### src/rtl/bp_be_fp_regfile_cfg_master.sv
// Purpose: config-path initiator for the FP regfile. It takes one read or write at a time and strobes the regfile.
// Latency: the strobe fires 1 cycle after accept. A write response follows 1 cycle later. A read response follows 2 cycles later.
// Backpressure: the strobe waits while pipe_idle_i is low. The response is held until resp_yumi_i. No new request is taken until then.
//
// Ports:
//   clk_i, reset_i                 clock, synchronous active-high reset
//   req_v_i/req_ready_o            request handshake (req_w_i, req_addr_i, req_data_i)
//   pipe_idle_i                    FP pipe has no writeback that could collide
//   busy_o                         a request is held; issue stage stalls FP ops
//   frf_r_v_o/frf_w_v_o            one-cycle regfile strobes (frf_addr_o, frf_data_o)
//   cfg_data_i                     regfile read data, valid the cycle after frf_r_v_o
//   resp_v_o/resp_yumi_i           response handshake (resp_data_o, 0 for writes)
module bp_be_fp_regfile_cfg_master #(
    parameter int reg_addr_width_p = 5,
    parameter int dword_width_p    = 64
) (
    input  logic                        clk_i,
    input  logic                        reset_i,
    input  logic                        req_v_i,
    output logic                        req_ready_o,
    input  logic                        req_w_i,
    input  logic [reg_addr_width_p-1:0] req_addr_i,
    input  logic [dword_width_p-1:0]    req_data_i,
    input  logic                        pipe_idle_i,
    output logic                        busy_o,
    output logic                        frf_r_v_o,
    output logic                        frf_w_v_o,
    output logic [reg_addr_width_p-1:0] frf_addr_o,
    output logic [dword_width_p-1:0]    frf_data_o,
    input  logic [dword_width_p-1:0]    cfg_data_i,
    output logic                        resp_v_o,
    output logic [dword_width_p-1:0]    resp_data_o,
    input  logic                        resp_yumi_i
);

    localparam logic [1:0] e_idle    = 2'd0;
    localparam logic [1:0] e_issue   = 2'd1;
    localparam logic [1:0] e_capture = 2'd2;
    localparam logic [1:0] e_resp    = 2'd3;

    logic [1:0]                  state_q, state_d;
    logic                        w_q, w_d;
    logic [reg_addr_width_p-1:0] addr_q, addr_d;
    logic [dword_width_p-1:0]    data_q, data_d;
    logic [dword_width_p-1:0]    resp_data_q, resp_data_d;
    logic                        req_hs;
    logic                        issue;

    assign req_ready_o = (state_q == e_idle) & ~reset_i;
    assign req_hs      = req_v_i & req_ready_o;
    // Gating with reset keeps a stalled request from leaking a strobe
    // in the same cycle that it is being dropped.
    assign issue       = (state_q == e_issue) & pipe_idle_i & ~reset_i;

    always_comb begin
        state_d     = state_q;
        w_d         = w_q;
        addr_d      = addr_q;
        data_d      = data_q;
        resp_data_d = resp_data_q;
        case (state_q)
            e_idle: begin
                if (req_hs) begin
                    w_d         = req_w_i;
                    addr_d      = req_addr_i;
                    data_d      = req_data_i;
                    // A write response carries zero, so clear any stale read data.
                    resp_data_d = '0;
                    state_d     = e_issue;
                end
            end
            e_issue: begin
                if (issue) begin
                    state_d = w_q ? e_resp : e_capture;
                end
            end
            e_capture: begin
                resp_data_d = cfg_data_i;
                state_d     = e_resp;
            end
            e_resp: begin
                if (resp_yumi_i) begin
                    state_d = e_idle;
                end
            end
            default: state_d = e_idle;
        endcase
    end

    always_ff @(posedge clk_i) begin
        if (reset_i) begin
            state_q     <= e_idle;
            w_q         <= 1'b0;
            addr_q      <= '0;
            data_q      <= '0;
            resp_data_q <= '0;
        end else begin
            state_q     <= state_d;
            w_q         <= w_d;
            addr_q      <= addr_d;
            data_q      <= data_d;
            resp_data_q <= resp_data_d;
        end
    end

    assign busy_o      = (state_q != e_idle);
    assign frf_w_v_o   = issue & w_q;
    assign frf_r_v_o   = issue & ~w_q;
    assign frf_addr_o  = addr_q;
    assign frf_data_o  = data_q;
    assign resp_v_o    = (state_q == e_resp);
    assign resp_data_o = resp_v_o ? resp_data_q : '0;

endmodule
### config.mk
export PLATFORM = sky130hd
export DESIGN_NAME = bp_be_fp_regfile_cfg_master
export DESIGN_NICKNAME = d
export VERILOG_FILES = /design/src/rtl/bp_be_fp_regfile_cfg_master.sv
export SDC_FILE = /design/constraint.sdc
export NUM_CORES = 1
export LEC_CHECK = 0
export ABC_AREA = 1
export BUFFER_PORTS_ARGS = -buffer_cell sky130_fd_sc_hd__buf_2
export CAP_MARGIN = 40
export CORE_UTILIZATION = 40
export DETAILED_ROUTE_END_ITERATION = 10
export PLACE_DENSITY = 0.75
export SLEW_MARGIN = 20
export SYNTH_ARGS = -nofsm -noshare
export SYNTH_HDL_FRONTEND = slang
export SYNTH_SLANG_ARGS = --single-unit
### constraint.sdc
create_clock -name clk_i -period 2.5 [get_ports clk_i]
set_input_delay 0.375 -clock clk_i [delete_from_list [all_inputs] [get_ports clk_i]]
set_output_delay 0.375 -clock clk_i [all_outputs]
set_load 0.05 [all_outputs]
== After elaboration in Yosys (flattened, before gate mapping) ==
Cells that the tools add are included.

* Register bits after elaboration: 136
* Latch bits: 0
* Memory bits (writable): 0
* Memory bits (read-only): 0
* Input bits: 139
* Output and inout port bits: 138
* Logic and storage cells: 33
* Memories: 0

* Add/subtract/negate cells: 0
* Multipliers: 0
* Div/mod/pow operators: 0
* Magnitude comparators: 0
* Eq/ne operators: 6
* Shift operators: 0
* Mux-type cells: 8
* Bitwise gates (word level): 8
* Reductions and logical operators: 6

{| class="wikitable"
|+ Operator list
! operator !! count
|-
| 2-to-1 mux 64 bit || 2
|-
| one-hot mux 64 bit (2 select lines) || 1
|-
| one-hot mux 2 bit (4 select lines) || 1
|-
| AND 1 bit || 6
|-
| 2-to-1 mux 2 bit || 3
|-
| == test 2 bit (second input constant) || 2
|-
| inequality test 2 bit (second input constant) || 2
|-
| AND reduction 2 bit || 2
|-
| nonzero test 2 bit || 2
|-
| AND reduction 3 bit || 1
|-
| == test 2 x 1 -> 1 bit (second input constant) || 1
|-
| zero test 2 bit || 1
|-
| inequality test 2 x 1 -> 1 bit (second input constant) || 1
|-
| inverter 1 bit || 2
|-
| 2-to-1 mux 1 bit || 1
|}

== Depth between registers and ports, before layout ==
* Depth in word-level cells: 5
* Gate-level depth with buffers: 10
* Depth with buffers taken out: 9

== Worst setup path after synthesis ==
Ideal clock, no wire load.

* Path type: register -> output
* Start: register state_q[0]
* End: output resp_data_o[10]
* Arrival: 1.843 ns
* Setup slack: 0.282 ns
* Stages on the path, launching flop included: 6
* Path buffers: 2
* Cells stage by stage: dfxtp_1 > ha_1 > clkbuf_1 > buf_1 > nand2_1 > inv_1

* Word-level cells in the longest chain between the ends: 2

{| class="wikitable"
|+ RTL lines
! what !! RTL line !! RTL
|-
| from (decl) || 41 || <nowiki>logic [1:0] state_q, state_d;</nowiki>
|-
| from (signal assigned) || 92 || <nowiki>state_q <= e_idle;</nowiki>
|-
| from (signal assigned) || 98 || <nowiki>state_q <= state_d;</nowiki>
|-
| == test 2 bit || 111 || <nowiki>assign resp_v_o = (state_q == e_resp);</nowiki>
|-
| via resp_v_o || 31 || <nowiki>output logic resp_v_o,</nowiki>
|-
| 2-to-1 mux 64 bit || 112 || <nowiki>assign resp_data_o = resp_v_o ? resp_data_q : '0;</nowiki>
|-
| to (decl) || 32 || <nowiki>output logic [dword_width_p-1:0] resp_data_o,</nowiki>
|}

The timed path passes the listed nets, and every way through them passes these cells.

== Worst setup path after layout ==
* Start: register state_q[0]
* End: output resp_data_o[19]

* Word-level cells in the longest chain between the ends: 2

{| class="wikitable"
|+ RTL lines
! what !! RTL line
|-
| == test 2 bit || 111
|-
| 2-to-1 mux 64 bit || 112
|}

No other way between the ends.

==> metrics.md <==
| Metric | Value |
|---|---|
| Worst r2r path cells | 8 |
| Worst slew margin | about half |
| Drt via density | 4.70 |
| Core ar. | ~13000 um^2 |
| # IOs | 277 |
| Tightest Pin Transition | between 0.7 and 0.8 ns |
| Largest cells by area after synthesis | dfxtp_1, nand2_1, nand3_1 |
| Setup-failing EPs final | 0 |
| Drt pass-1 iters | 5 |
| Setup TNS | 0 ns |
| WP data required | roughly 2.1 ns |
| First-pass GRT wire length | 23200 um |
| CTS Buf Count | 17 |
| Slowest stage delay, CP | roughly 0.38 ns |
| Compound-cell area share of the yosys netlist | under 10% |
| Vias post-DR | approximately 5.6k |
| Largest net degree at the start of global routing | between 70 and 80 |
| Crit path max fanout | 66 |
| Post-DRT Antenna Nets | 0 |
| Final HPWL DP | roughly 9600 um |
| N_diodes | 0 |
| DR WL/cell | around 12 um |
| GP Congestion | a little over 0.8 |
| Maximum vdd drop | between 0.6 and 0.7 mV |
| Die ar. | 14000 um^2 |
| Clock latency on the worst-skew pair | 0.41 ns |
| Reg2Reg Setup Slack | 0.56 ns |
| Area leader, netlist | dfxtp_1 |
| Gate Count Post-Synth | between 700 and 800 |
| Synthesized net count | between 900 and 1k |
| Sequential fraction of the synthesis area | between 50% and 60% |
| Fill cells | 1276 |
| Die Ht | roughly 120 um |
| GR Overflow Total | 0 |
| Syn_area_per_cell | approximately 7 um^2 |
| Top-area cell type share of the netlist area | about half |
| Status | finished clean |
| # DRC | 0 |
| Slowest CP cell | dfxtp_1 |
| Top post-synthesis cells by count | nand2_1, dfxtp_1, nand3_1 |
| Hold buffers post-CTS | 0 |
| Worst R2R End | frf_data_o[13] |
| CTS H-Tree Depth | 4 |
| Final min period | around 2.1 ns |
| Pwr Density | ~1000 nW/um^2 |
| YS warnings | 0 |
| Worst r2r src | state_q[0] |
| Post-CTS setup buffer count | 0 |
| Crit-path cells | ha_2 > buf_12 > nand2_1 > inv_1 > buf_2 |
| Fmax | ~0.47 GHz |
| Max-Cap Viols | 0 |
| Starting Density | approximately two fifths |
| Initial DRC Count | 484 |
| Count leader, synth | nand2_1 |
| Crit path DAT | approximately 1.7 ns |
| Kind of end point of the critical path | output pin |
| HP Start | req_data_i[45] |
| Final critical-path share of the clock period | a little over four fifths |
| Unique masters post-synth | 16 |
| Pleak | 4.26 nW |
| CTS Buffer Depth | 2 |
| PostCTS Resize Cnt | 0 |
| Ys flop type | dfxtp_1 |
| Root Driver | clkbuf_16 |
| Hold Path Stages | 3 |
| Post-route cell area | 7470 um^2 |
| Clock Sinks | 136 |
| Die Span X | approximately 120 um |
| Synth Register Bits | 136 |
| Critical path class | flip-flop to output pin |
| Port Buffers | around 280 |
| Worst Hold Endpoint | frf_data_o[45] |
| Worst-path clk slew | roughly 0.060 ns |
| Initial antenna violation count | 0 |
| Post-layout nets | between 1k and 1.5k |
| Hold Path Class | input port to flip-flop |
| All-Layer GR Usage | between 20% and 30% |
| Drt total wl | approximately 15000 um |
| Share of post-route cells with drive strength above 1 | 31.6% |
| Rows | 42 |
| Critical path startpoint category | flip-flop |
| Skew final | 0.00762 ns |
| Mux contribution to synthesized area | 0% |
| Unrepaired setup endpoints after global routing | false |
| Post-synth EDFFs | 0 |
| Adder-cell share of the synthesized area | 1.16% |
| Final Hold Violating Endpoints | 0 |
| Vias in the first global route | between 4k and 5k |
| CTS tree | done |
| Synth-to-Final Area Change | 38.3% |
| Post-synthesis share of cell area spent on xor and xnor gates | 0% |
| Mapped Area | between 5000 and 6000 um^2 |
| Final slew viol count | 0 |
| Async SR Flop Fraction | 0% |
| Simple-Gate Fraction of Synth Area | between 30% and 40% |
| Post-Place Cell Area | approximately 7000 um^2 |
| Largest family of logic cells by synthesized area | simple AND/OR/NAND/NOR gates |
[final cells by class]
type	instances	area [um^2]	area share (%)
Tap cell	176	220	2.95
Sequential cell	136	2720	36.4
Timing Repair Buffer	285	1510	20.2
Inverter	74	278	3.72
Clock inverter	9	100	1.34
Multi-Input combinational cell	492	2170	29.1
Clock buffer	22	464	6.21
[logic make-up after synthesis]
group                      after synthesis
and+or+nand+nor                        418
DFF                                    136
buffers and inverters                  129
AOI/OAI and AO/OA                       69
adders and majority gates                5
[stage by stage]
step / instances / hold WS (ns) / total power (W) / util [%] / setup WS (ns)
floorplan: 757 / 0.439 / 0.00476 / - / 0.282
global placement: 1163 / 0.448 / 0.00543 / 52.4 / 0.619
detailed placement: 1163 / 0.452 / 0.00545 / 52.4 / 0.557
CTS: 1194 / 0.138 / 0.00786 / 56.6 / 0.372
global route: 1194 / 0.147 / 0.00821 / 56.6 / 0.289
finish: 1194 / 0.151 / 0.00781 / 56.6 / 0.382
[where the power goes]
| group | total, W | switching (W) | internal [W] | leakage, nW |
|---|---|---|---|---|
| combinational | 0.00263 | 0.00198 | 0.000656 | 2.87 |
| sequential | 0.00277 | 0.000201 | 0.00257 | 1.11 |
| clock | 0.00240 | 0.000896 | 0.00150 | 0.276 |
| total | 0.00781 | 0.00308 | 0.00473 | 4.26 |
[cell usage in the layout (no fill, tap or decap), drive strengths merged]
master,instances
clkinvlp,2
clkbuf,22
inv,74
ha,5
a21oi,66
bufinv,2
nor2,7
nand3,136
clkinv,5
buf,285
o21ai,3
nand2,275
dfxtp,136
[worst max-delay path, delay by kind of cell (launching register included)]
family | cells | cell delay [ns]
flops | 1 | 0.38
simple gates | 1 | 0.10
fa+ha+maj | 1 | 0.22
buf+inv | 3 | 0.59
[layer usage]
metal  wire length, um  global-route usage [%]  share of wire [%]
met1              6250                    25.6                 43
met3              1310                    6.37                8.9
met2              6910                    33.2                 47
met4               182                    8.17                1.2
met5                 0                       0                  0
[sequential cells by signal (all words and copies together), names as in the netlist]
signal       count
state_q          2
w_q              1
frf_addr_o       5
resp_data_q     64
frf_data_o      64
[worst max-delay path by stage]
stage	startpoint	end	depth (start not counted)
global route	state_q[0]	resp_data_o[48]	5
floorplan	state_q[0]	resp_data_o[10]	5
global placement	state_q[0]	w_q	8
CTS	state_q[0]	resp_data_o[6]	5
detailed placement	state_q[0]	w_q	8
finish	state_q[0]	resp_data_o[19]	5
Power figures use the tool's default switching activity.
